## src/rtl/load_store_unit.sv

```systemverilog
// Memory-stage load/store unit: one outstanding op over a valid/ready data bus,
// with lane steering, sign/zero extension, misalignment trapping and flush.
module load_store_unit #(
    parameter int DATA_W = 32,
    parameter int ADDR_W = 32,
    parameter int RD_W   = 5
) (
    input  logic                  i_clk,
    input  logic                  i_rst_n,
    input  logic                  i_req_valid,
    output logic                  o_req_ready,
    input  logic                  i_req_we,
    input  logic [1:0]            i_req_size,
    input  logic                  i_req_sign,
    input  logic [ADDR_W-1:0]     i_req_addr,
    input  logic [DATA_W-1:0]     i_req_wdata,
    input  logic [RD_W-1:0]       i_req_rd,
    input  logic                  i_flush,
    output logic                  o_bus_valid,
    input  logic                  i_bus_ready,
    output logic                  o_bus_we,
    output logic [ADDR_W-1:0]     o_bus_addr,
    output logic [DATA_W-1:0]     o_bus_wdata,
    output logic [DATA_W/8-1:0]   o_bus_wstrb,
    input  logic                  i_bus_rvalid,
    input  logic [DATA_W-1:0]     i_bus_rdata,
    output logic                  o_rsp_valid,
    output logic                  o_rsp_wb,
    output logic                  o_rsp_err,
    output logic [RD_W-1:0]       o_rsp_rd,
    output logic [DATA_W-1:0]     o_rsp_data,
    output logic                  o_busy
);
    localparam int NBYTES = DATA_W / 8;
    localparam int OFFW   = $clog2(NBYTES);

    typedef enum logic [1:0] {IDLE, REQ, WAIT, RESP} state_t;
    state_t state, state_nx;

    logic              r_we, r_sign, r_err, r_kill;
    logic [1:0]        r_size;
    logic [OFFW-1:0]   r_off;
    logic [RD_W-1:0]   r_rd;
    logic [DATA_W-1:0] r_data;
    logic              r_bus_we;
    logic [ADDR_W-1:0] r_bus_addr;
    logic [DATA_W-1:0] r_bus_wdata;
    logic [NBYTES-1:0] r_bus_wstrb;

    logic              accept, bad, ld_done, fill;
    logic [2:0]        amask;
    logic [NBYTES-1:0] req_strb;
    logic [DATA_W-1:0] ld_shift, ld_data;
    int                req_off, req_nb, ld_nb;

    // Request decode: alignment/legality and the strobe pattern for the bus lanes.
    always_comb begin
        amask    = 3'((4'd1 << i_req_size) - 4'd1);
        bad      = (|(i_req_addr[2:0] & amask)) || ((DATA_W == 32) && (i_req_size == 2'd3));
        accept   = i_req_valid && (state == IDLE) && !i_flush;
        req_off  = int'(i_req_addr[OFFW-1:0]);
        req_nb   = 1 << i_req_size;
        req_strb = '0;
        for (int i = 0; i < NBYTES; i++)
            req_strb[i] = (i >= req_off) && (i < req_off + req_nb);
    end

    // Load return path: shift the addressed lane down, then extend above NB bytes.
    always_comb begin
        ld_shift = i_bus_rdata >> {r_off, 3'b000};
        ld_nb    = 1 << r_size;
        case (r_size)
            2'd0:    fill = r_sign && ld_shift[7];
            2'd1:    fill = r_sign && ld_shift[15];
            2'd2:    fill = r_sign && ld_shift[31];
            default: fill = r_sign && ld_shift[DATA_W-1];
        endcase
        ld_data = '0;
        for (int i = 0; i < NBYTES; i++)
            ld_data[8*i +: 8] = (i < ld_nb) ? ld_shift[8*i +: 8] : {8{fill}};
        ld_done = ((state == REQ) && i_bus_ready && !r_we && i_bus_rvalid) ||
                  ((state == WAIT) && i_bus_rvalid);
    end

    always_ff @(posedge i_clk or negedge i_rst_n) begin
        if (!i_rst_n) state <= IDLE;
        else          state <= state_nx;
    end

    // A flush coinciding with the handshake still squashes the response; a load
    // already on the bus must be drained through WAIT before going idle.
    always_comb begin
        state_nx = state;
        case (state)
            IDLE: if (accept) state_nx = bad ? RESP : REQ;
            REQ: begin
                if (i_bus_ready) begin
                    if (r_we || i_bus_rvalid) state_nx = i_flush ? IDLE : RESP;
                    else                      state_nx = WAIT;
                end else if (i_flush) begin
                    state_nx = IDLE;
                end
            end
            WAIT: if (i_bus_rvalid) state_nx = (r_kill || i_flush) ? IDLE : RESP;
            RESP: state_nx = IDLE;
            default: state_nx = IDLE;
        endcase
    end

    always_ff @(posedge i_clk or negedge i_rst_n) begin
        if (!i_rst_n) begin
            r_we        <= 1'b0;
            r_sign      <= 1'b0;
            r_err       <= 1'b0;
            r_kill      <= 1'b0;
            r_size      <= '0;
            r_off       <= '0;
            r_rd        <= '0;
            r_data      <= '0;
            r_bus_we    <= 1'b0;
            r_bus_addr  <= '0;
            r_bus_wdata <= '0;
            r_bus_wstrb <= '0;
        end else begin
            if (accept) begin
                r_we        <= i_req_we;
                r_sign      <= i_req_sign;
                r_size      <= i_req_size;
                r_off       <= i_req_addr[OFFW-1:0];
                r_rd        <= i_req_rd;
                r_err       <= bad;
                r_kill      <= 1'b0;
                r_data      <= bad ? DATA_W'(i_req_addr) : '0;
                r_bus_we    <= i_req_we;
                r_bus_addr  <= {i_req_addr[ADDR_W-1:OFFW], {OFFW{1'b0}}};
                r_bus_wdata <= i_req_wdata << {i_req_addr[OFFW-1:0], 3'b000};
                r_bus_wstrb <= req_strb;
            end
            if (ld_done) r_data <= ld_data;
            if (i_flush && (((state == REQ) && i_bus_ready) || (state == WAIT)))
                r_kill <= 1'b1;
        end
    end

    assign o_req_ready = (state == IDLE);
    assign o_busy      = !o_req_ready;
    assign o_bus_valid = (state == REQ);
    assign o_bus_we    = r_bus_we;
    assign o_bus_addr  = r_bus_addr;
    assign o_bus_wdata = r_bus_wdata;
    assign o_bus_wstrb = r_bus_wstrb;
    assign o_rsp_valid = (state == RESP) && !i_flush;
    assign o_rsp_wb    = o_rsp_valid && !r_we && !r_err;
    assign o_rsp_err   = o_rsp_valid && r_err;
    assign o_rsp_rd    = r_rd;
    assign o_rsp_data  = r_data;
endmodule
```

## config.mk

```make
export PLATFORM = sky130hd
export DESIGN_NAME = load_store_unit
export DESIGN_NICKNAME = d
export VERILOG_FILES = /design/src/rtl/load_store_unit.sv
export SDC_FILE = /design/constraint.sdc
export NUM_CORES = 1
export LEC_CHECK = 0
export CORE_ASPECT_RATIO = 2
export CORE_MARGIN = 2
export CORE_UTILIZATION = 35
export DETAILED_ROUTE_END_ITERATION = 8
export PLACE_DENSITY = 0.65
export REMOVE_ABC_BUFFERS = 1
export SLEW_MARGIN = 5
export SYNTH_ARGS = -nofsm -noshare
export SYNTH_HDL_FRONTEND = slang
export SYNTH_SLANG_ARGS = --single-unit
```

## constraint.sdc

```tcl
create_clock -name i_clk -period 2.35 [get_ports i_clk]
set_input_delay 0.235 -clock i_clk [delete_from_list [all_inputs] [get_ports i_clk]]
set_output_delay 0.235 -clock i_clk [all_outputs]
set_load 0.02 [all_outputs]
```

==> results of run 1 <==
==> final cells by class <==
class | instances | area, um2
antenna | 1 | 2.50
clock buffer | 21 | 470
clock inverter | 11 | 135
fill | 1543 | 7600
inverter | 5 | 18.8
multi-input combinational | 481 | 2830
sequential | 113 | 2830
tap | 207 | 259
timing repair buffer | 254 | 2530
==> what timing repair did <==
action                     4_1_cts  5_1_grt
setup buffers                    0        0
setup endpoints to repair        1        0
hold endpoints to repair        25        0
hold buffers                     1        0
resized for setup                2        0
==> cells by family after synthesis <==
logic type               synth area share (%)
flip-flops                               47.6
adder cells (fa/ha/maj)                 0.968
multiplexers                             5.96
AO/OA/AOI/OAI                            17.2
AND/OR/NAND/NOR                          23.2
buffers and inverters                    5.01
other                                  0.0631
==> metrics by stage <==
step | setup WS (ps) | util, %
4_1_cts | 116 | 54.4
6_report | 125 | 54.4
5_1_grt | 41.3 | 54.4
2_1_floorplan | -1950 | -
3_3_place_gp | 23.7 | 50.7
3_5_place_dp | -14.1 | 50.7
==> critical path: cells and delay by family (launching register included) <==
kind | cells | cell delay, ps
buffers and inverters | 1 | 630
DFF | 1 | 500
and+or+nand+nor | 2 | 440
==> state kept, by name, summed over array words and instances, names as in the netlist <==
signal       flops
r_sign           1
o_bus_addr      30
o_bus_we         1
o_bus_wdata     32
state            2
r_size           2
r_off            2
r_kill           1
o_bus_wstrb      4
o_rsp_rd         5
r_err            1
o_rsp_data      32
==> worst max path at each step <==
| stage | start | to | slack [ps] | cells after the start |
|---|---|---|---|---|
| after floorplan | state[0]$_DFFE_PN0P_ | o_bus_wstrb[2]$_DFFE_PN0P_ | -1950 | 5 |
| after global placement | i_req_size[1] | o_bus_wstrb[2]$_DFFE_PN0P_ | 20 | 9 |
| after detailed placement | i_req_size[1] | o_bus_wstrb[2]$_DFFE_PN0P_ | -10 | 9 |
| after CTS | state[0]$_DFFE_PN0P_ | o_rsp_wb | 120 | 3 |
| after global routing | state[1]$_DFFE_PN0P_ | o_rsp_wb | 40 | 3 |
| final | state[0]$_DFFE_PN0P_ | o_rsp_wb | 130 | 3 |
==> cells in the mapped netlist (all sizes together), types with 2 or more instances <==
cell / number / share of area (%)
a211o: 23 / 3.4
a211oi: 10 / 1.3
a21o: 2 / 0.25
a21oi: 26 / 2.2
a31oi: 2 / 0.21
a32oi: 8 / 1.2
and2: 9 / 0.95
and3: 8 / 0.84
buf: 38 / 3.6
clkbuf: 17 / 1.1
dfrtp: 113 / 48
ha: 3 / 0.63
inv: 5 / 0.32
mux2i: 33 / 5.8
nand2: 191 / 12
nand2b: 4 / 0.42
nand3: 16 / 1.3
nand3b: 3 / 0.38
nor2: 17 / 1.1
nor2b: 19 / 2.0
nor3: 22 / 1.9
nor3b: 3 / 0.38
nor4b: 2 / 0.55
o21a: 3 / 0.38
o21ai: 14 / 1.2
o2bb2ai: 23 / 3.4
o31ai: 16 / 2.0
o32a: 2 / 0.34
or2: 3 / 0.32
==> power groups by stage <==
stage / clock (mW) / combinational [mW] / sequential, mW
floorplan: 0 / 1.86 / 4.51
global placement: 0 / 5.73 / 3.48
detailed placement: 0 / 5.79 / 3.49
CTS: 2.71 / 5.81 / 3.48
global route: 2.79 / 6.19 / 3.61
finish: 2.67 / 5.74 / 3.48
==> layer usage <==
layer / up-vias / wire length (um)
met1: 2696 / 7220
met3: 26 / 893
met2: 155 / 11600
met4: 0 / 544
met5: - / 0
li1: 2723 / -
==> layout by cell type, fill, tap and decap left out, types with 17 or more instances in the layout <==
cell	count
clkdlybuf4s50_1	218
nand2_1	191
dfrtp_1	111
mux2i_1	32
buf_4	28
a21oi_1	26
o2bb2ai_1	23
a211o_1	23
nor3_1	22
nor2b_1	19
clkbuf_16	17
==> impl_metrics.ini, run 1 <==
[global_routing]
grt_antenna_before_repair = 1
busiest_layer = met2
grt_overflow = 0
first_global_vias = 5885
grtUsageMet3_pct = 5.08
grt.met2_usage_pct = 43.7
met1_usage_pct = 23.7
grt_max_degree = 61
grtUsageTotal_pct = 23.1
grt_pass1_wl_um = 31700

[yosys]
synth_edf_count = 0
yosysWarnings = 0
async_flop_share_pct = 100
ys.flop_type = dfrtp_1
seq_area_frac_synth_pct = 47.6
ys_types = 57
netlist_area_um2 = 5940
netlist_instances = 653
ys_seq_elements = 113
syn_area_per_cell_um2 = 9.10

[power_and_ir_drop]
p_leak_nw = 4.14
peakVddDrop_v = 0.000618
power.total_mw = 11.9
clkPwrFrac_pct = 22.4
p_per_area_nw_per_um2 = 1310
p_int_mw = 7.29
p_seq_share_pct = 29.2
combPwrFrac_pct = 48.3
p_sw_share_pct = 38.6
switchingPower_mw = 4.59

[critical_path]
r2r_slack_ps = 450
path_cells = and3b_1 -> nor3b_1 -> clkdlybuf4s50_1
cp_slowest_cell = clkdlybuf4s50_1
cp-end-kind = output port
worst_r2r_startpoint = r_off[1]$_DFFE_PN0P_
rr_worst_depth = 5
required_ps = 2120
crit_arrival_ps = 1990
cp-start-kind = register
cp_slowest_stage_delay_ps = 630
r2r_end = o_rsp_data[12]$_DFFE_PN0P_
path_max_fanout = 13
critPathKind = register to output port

[clock_network]
clock-root-buffer = clkbuf_16
cts_max_level = 4
cts_sinks = 113
numCtsBuffers = 17
clock_path_buffers = 2
cts_tree = done
insertion_delay_ps = 410
clk_pin_slew_worst_paths_ps = 60

[sta]
finalSetupViolations = 0
slew_violations = 0
clock-skew-final_ps = 5.22
timing.final.crit_share_pct = 94.7
timing.hold.ws_ps = 288
timing.final.hold_violations = 0
max_freq_mhz = 450
fin_crit_ps = 2220
worst_pin_slew_ps = 571
rsz0062_at_grt = no
finalSetupTns_ps = 0
slew_headroom_pct = 61.8

[detailed_routing]
route.final.wire_length_um = 20300
wl_per_cell_um = 18.5
drtAntennaViolNets = 0
drc_errors = 0
dr.pass1.iters = 4
drt_iter0_markers = 225
via_count = 5600
avgViaCountPerCell = 5.12

[floorplan]
die_x_um = 96.2
die_h_um = 188
core_um2 = 16700
floorplan.initialDensity_pct = 35.6
dieArea_um2 = 18100
io_pins = 223
placementRows = 67

[final_layout]
layout.cells.non_filler = 1093
synthToLayoutAreaGrowth_pct = 52.7
final_layout_size_suffix_gt1_share_pct = 8.81
final_area_um2 = 9080
nNetsFinal = 987

[outcome]
status = finished clean

[place]
portBuffers = 220
dp.cells = 1059
place_hpwl_um = 14900
routabilityCongestion = 0.839
postPlaceCellArea_um2 = 8460

[worst_hold_path]
hold_path_class = input pin to asynchronous set/reset pin

[job]
cap_viol_max_count = 0
No activity file was read; power rests on OpenSTA's default activity.
==> run 2: changes to the inputs <==
SETUP_SLACK_MARGIN = 0.05   (was not set)
==> run 2 against run 1 <==
Net effect: non-clock buffer count increased by 5; via count increased by 0.34%; first-iteration DRC count decreased by 5.8%; register-to-register slack about the same; global-route usage unchanged; clock skew about the same; sequential power about the same; critical path type unchanged.
==> impl_metrics.ini, run 2 (synthesized netlist as in run 1, its figures left out) <==
[outcome]
status = finished clean

[place]
portBuffers = 220
routabilityCongestion = 0.839
dp.cells = 1059
postPlaceCellArea_um2 = 8460
place_hpwl_um = 14900
pre_cts_slack_ps = -14.1

[floorplan]
placementRows = 67
floorplan.initialDensity_pct = 35.6
dieArea_um2 = 18100
core_um2 = 16700
die_h_um = 188
die_x_um = 96.2
io_pins = 223

[global_routing]
first_global_vias = 5885
grt_pass1_wl_um = 31700
grt_overflow = 0
grtUsageTotal_pct = 23.1
grt_max_degree = 61
grt_antenna_before_repair = 1

[final_layout]
final_layout_size_suffix_gt1_share_pct = 9.33
post-route-util_pct = 54.6
synthToLayoutAreaGrowth_pct = 53.3
mostFrequentLayoutCell = clkdlybuf4s50_1
nNetsFinal = 992
layout.cells.non_filler = 1098
final_cell_mix = clkdlybuf4s50_1 (218), nand2_1 (191), dfrtp_1 (111)
final_area_um2 = 9110

[critical_path]
required_ps = 2120
cp-end-kind = output port
cp-start-kind = register
path_cells = and3b_1 -> nor3b_1 -> clkdlybuf4s50_1
critPathKind = register to output port
cp_slowest_stage_delay_ps = 630
path_max_fanout = 13
crit_arrival_ps = 2000
cp_slowest_cell = clkdlybuf4s50_1

[clock_network]
cts_tree = done
cts_sinks = 113
clock_path_buffers = 2
clock-root-buffer = clkbuf_16
numCtsBuffers = 17
clk_pin_slew_worst_paths_ps = 60
insertion_delay_ps = 410
cts_max_level = 4

[detailed_routing]
dr.pass1.iters = 6
drtAntennaViolNets = 0
drt_iter0_markers = 212
via_count = 5619
wl_per_cell_um = 18.5
drc_errors = 0
route.final.wire_length_um = 20400
avgViaCountPerCell = 5.12

[job]
cap_viol_max_count = 0

[power_and_ir_drop]
p_per_area_nw_per_um2 = 1310
p_leak_nw = 4.17
peakVddDrop_v = 0.000619

[sta]
worst_pin_slew_ps = 571
timing.final.hold_violations = 0
clock-skew-final_ps = 5.02
timing.hold.ws_ps = 285
slew_violations = 0
slew_headroom_pct = 61.9
max_freq_mhz = 447
timing.final.crit_share_pct = 95.3
finalSetupViolations = 0
setup_ws_ps = 111
fin_crit_ps = 2240
rsz0062_at_grt = no

[worst_hold_path]
hold_path_class = input pin to asynchronous set/reset pin
-- run 2: cell type report --
class	count	area, um2
Fill cell	1542	7570
Multi-Input combinational cell	481	2830
Sequential cell	113	2830
Timing Repair Buffer	259	2560
Clock buffer	21	470
Tap cell	207	259
Clock inverter	11	135
Inverter	5	18.8
Antenna cell	1	2.50
-- run 2: metrics by stage --
stage / power [mW] / TNS [ps]
final: 12.0 / 0
after global routing: 12.6 / 0
after CTS: 12.0 / 0
after detailed placement: 9.28 / -27.3
after global placement: 9.21 / 0
after floorplan: 6.37 / -182240
-- run 2: repair_timing --
item                                    in CTS  in global routing
pin swaps                                    0                  0
hold endpoints to repair                    25                  0
gates resized for setup                      2                  0
buffers inserted                             0                  5
hold buffers                                 1                  0
endpoints found under the setup margin       1                  1
-- run 2: report_power, final --
group	total [mW]	internal, mW	switching [mW]
Clock	2.67	1.74	0.932
Sequential	3.47	2.85	0.619
Combinational	5.81	2.75	3.06
Total	12.0	7.34	4.61
-- run 2: worst paths after layout --
| path | startpoint | to | slack (ps) | cells past startpoint |
|---|---|---|---|---|
| max | state[0]$_DFFE_PN0P_ | o_rsp_wb | 110 | 3 |
| max reg2reg | r_off[1]$_DFFE_PN0P_ | o_rsp_data[12]$_DFFE_PN0P_ | 450 | 5 |
| min in group i_clk | i_req_rd[2] | o_rsp_rd[2]$_DFFE_PN0P_ | 350 | 3 |
| max in group asynchronous | i_rst_n | o_bus_addr[12]$_DFFE_PN0P_ | 1340 | 3 |
| min reg2reg | o_bus_wdata[1]$_DFFE_PN0P_ | o_bus_wdata[1]$_DFFE_PN0P_ | 460 | 2 |
| min | i_rst_n | o_bus_wdata[15]$_DFFE_PN0P_ | 290 | 2 |
-- run 2: worst max-delay path: cells and delay by family (launching register included) --
kind / cells / cell delay, ps
DFF: 1 / 500
and+or+nand+nor: 2 / 450
buffers and inverters: 1 / 630
-- run 2: routing by layer --
metal  vias up  GRT usage, %  routed length (um)
li1       2731             -                   -
met5         -             0                   0
met2       162          43.7               11600
met1      2700          23.7                7220
met3        26          5.08                 962
met4         0          8.79                 544
==> run 3: changes to the inputs <==
CORE_MARGIN = 5   (was 2)
==> run 3 against run 2 <==
Net effect: die area increased by 9.6%; critical path depth unchanged; combinational power decreased by 1%; non-clock buffer count fell by 10; maximum frequency is 6.0% higher; design area decreased by 0.18%; cell count fell by 0.73%; core utilization is 0.37 points lower; total power is 0.86% higher; register-to-register slack better by 30 ps; clock power up 7%; critical path type unchanged.
==> impl_metrics.ini, run 3 (synthesized netlist as in run 1, its figures left out) <==
[critical_path]
critPathKind = register to output port
crit_arrival_ps = 1880
required_ps = 2120
crit_path_start = state[0]$_DFFE_PN0P_
path_depth = 3
crit_family = buffers and inverters
path_cells = and3b_1 -> and2_1 -> clkdlybuf4s50_1
r2r_end = o_bus_wdata[15]$_DFFE_PN0P_
rr_worst_depth = 6
critPathBufInv = 1
cp_slowest_cell = clkdlybuf4s50_1
worst_r2r_startpoint = state[0]$_DFFE_PN0P_
cp-start-kind = register
cp-end-kind = output port
r2r_slack_ps = 480
path_max_fanout = 13
cp_slowest_stage_delay_ps = 590
timing.critical_path.to = o_rsp_err

[sta]
timing.final.hold_violations = 0
slew_headroom_pct = 45.4
finalSetupViolations = 0
worst_pin_slew_ps = 817
max_freq_mhz = 473
fin_crit_ps = 2110
timing.final.crit_share_pct = 89.9
slew_violations = 0
rsz0062_at_grt = no
clock-skew-final_ps = 9.20
timing.hold.ws_ps = 341

[power_and_ir_drop]
p_sw_share_pct = 38.4
power.total_mw = 12.1
peakVddDrop_v = 0.000606
p_int_mw = 7.42
p_leak_nw = 4.15
p_seq_share_pct = 28.6
clkPwrFrac_pct = 23.7
p_per_area_nw_per_um2 = 1320
combPwrFrac_pct = 47.7
switchingPower_mw = 4.63

[global_routing]
first_global_vias = 5835
grtUsageTotal_pct = 21.1
grt_pass1_wl_um = 32100
grt_max_degree = 64
grt_antenna_before_repair = 4
grt_overflow = 0

[floorplan]
placementRows = 67
die_h_um = 194
floorplan.initialDensity_pct = 35.5
io_pins = 223
dieArea_um2 = 19800
core_um2 = 16800
die_x_um = 102

[final_layout]
final_layout_size_suffix_gt1_share_pct = 8.18
multi_input_area_um2 = 2830
synthToLayoutAreaGrowth_pct = 53.1
seq_area_um2 = 2830
final_cell_mix = clkdlybuf4s50_1 (217), nand2_1 (191), dfrtp_1 (111)
mostFrequentLayoutCell = clkdlybuf4s50_1
fill_cells = 1567
nNetsFinal = 982

[job]
cap_viol_max_count = 0

[place]
place_hpwl_um = 15000
routabilityCongestion = 0.866
portBuffers = 220

[detailed_routing]
route.final.wire_length_um = 20400
drt_iter0_markers = 163
drc_errors = 0
avgViaCountPerCell = 5.07
drtAntennaViolNets = 0
via_count = 5524
dr.pass1.iters = 4
wl_per_cell_um = 18.8

[clock_network]
numCtsBuffers = 17
cts_setup_buffers = 0
cts_sinks = 113
cts_max_level = 4
clock_path_buffers = 2
insertion_delay_ps = 420
clk_pin_slew_worst_paths_ps = 60
cts_tree = done
clock-root-buffer = clkbuf_16

[worst_hold_path]
hold_path.startpoint = i_req_sign
hold_path_class = input pin to register

[outcome]
status = finished clean
==> run 3: cell types whose count changed in the layout (fill, tap and decap cells not counted), sizes merged, moves of 2 or more <==
| cell | delta |
|---|---|
| buf | -10 |
| bufinv | +2 |
| clkbuf | -2 |
| diode | +2 |
==> run 3: how the worst min path moves through the flow <==
stage / cells past startpoint / slack, ps / end
6_report: 3 / 340 / r_sign$_DFFE_PN0P_
4_1_cts: 3 / 320 / r_sign$_DFFE_PN0P_
2_1_floorplan: 0 / -60 / o_bus_addr[10]$_DFFE_PN0P_
5_1_grt: 3 / 340 / r_sign$_DFFE_PN0P_
3_5_place_dp: 1 / 330 / o_bus_addr[5]$_DFFE_PN0P_
3_3_place_gp: 1 / 330 / o_bus_addr[5]$_DFFE_PN0P_
==> run 3: what timing repair did <==
item	CTS	global route
hold buffers	1	0
pin swaps	0	0
endpoints found under the hold margin	48	0
endpoints found under the setup margin	1	1
gates resized for setup	2	1
==> run 3: power groups by stage <==
stage	sequential, mW	combinational, mW	clock (mW)
5_1_grt	3.59	6.18	3.00
2_1_floorplan	4.51	1.86	0
6_report	3.45	5.75	2.86
3_5_place_dp	3.47	5.81	0
4_1_cts	3.46	5.83	2.92
3_3_place_gp	3.45	5.77	0
==> run 3: metrics by stage <==
step	worst slack [ps]	utilization, %	instances	TNS [ps]	instance area, um2
after global placement	0.778	50.3	1054	0	8430
after detailed placement	-57.5	50.3	1054	-110	8430
after CTS	116	54.2	1087	0	9090
final	238	54.3	1090	0	9100
after floorplan	-1950	-	599	-182240	5670
after global routing	136	54.3	1090	0	9100
==> run 3: layout make-up <==
class	instances	share of cell area (%)
Antenna cell	3	0.0825
Sequential cell	113	31.1
Clock buffer	19	4.76
Multi-Input combinational cell	481	31.1
Timing Repair Buffer	249	27.5
Clock inverter	13	2.32
Tap cell	207	2.85
Inverter	5	0.206
==> run 3: layer usage <==
| layer | up-vias | GRT usage, % | wire length (um) |
|---|---|---|---|
| li1 | 2706 | - | - |
| met1 | 2643 | 22.5 | 7440 |
| met2 | 149 | 38.8 | 11500 |
| met3 | 24 | 4.84 | 1010 |
| met4 | 2 | 8.32 | 464 |
| met5 | - | 0 | 7 |
==> run 3: tightest hold or removal path, cell delays in order <==
cell and delay, ps:
clkdlybuf4s50_1 390, nand2_1 50, nand2_1 40
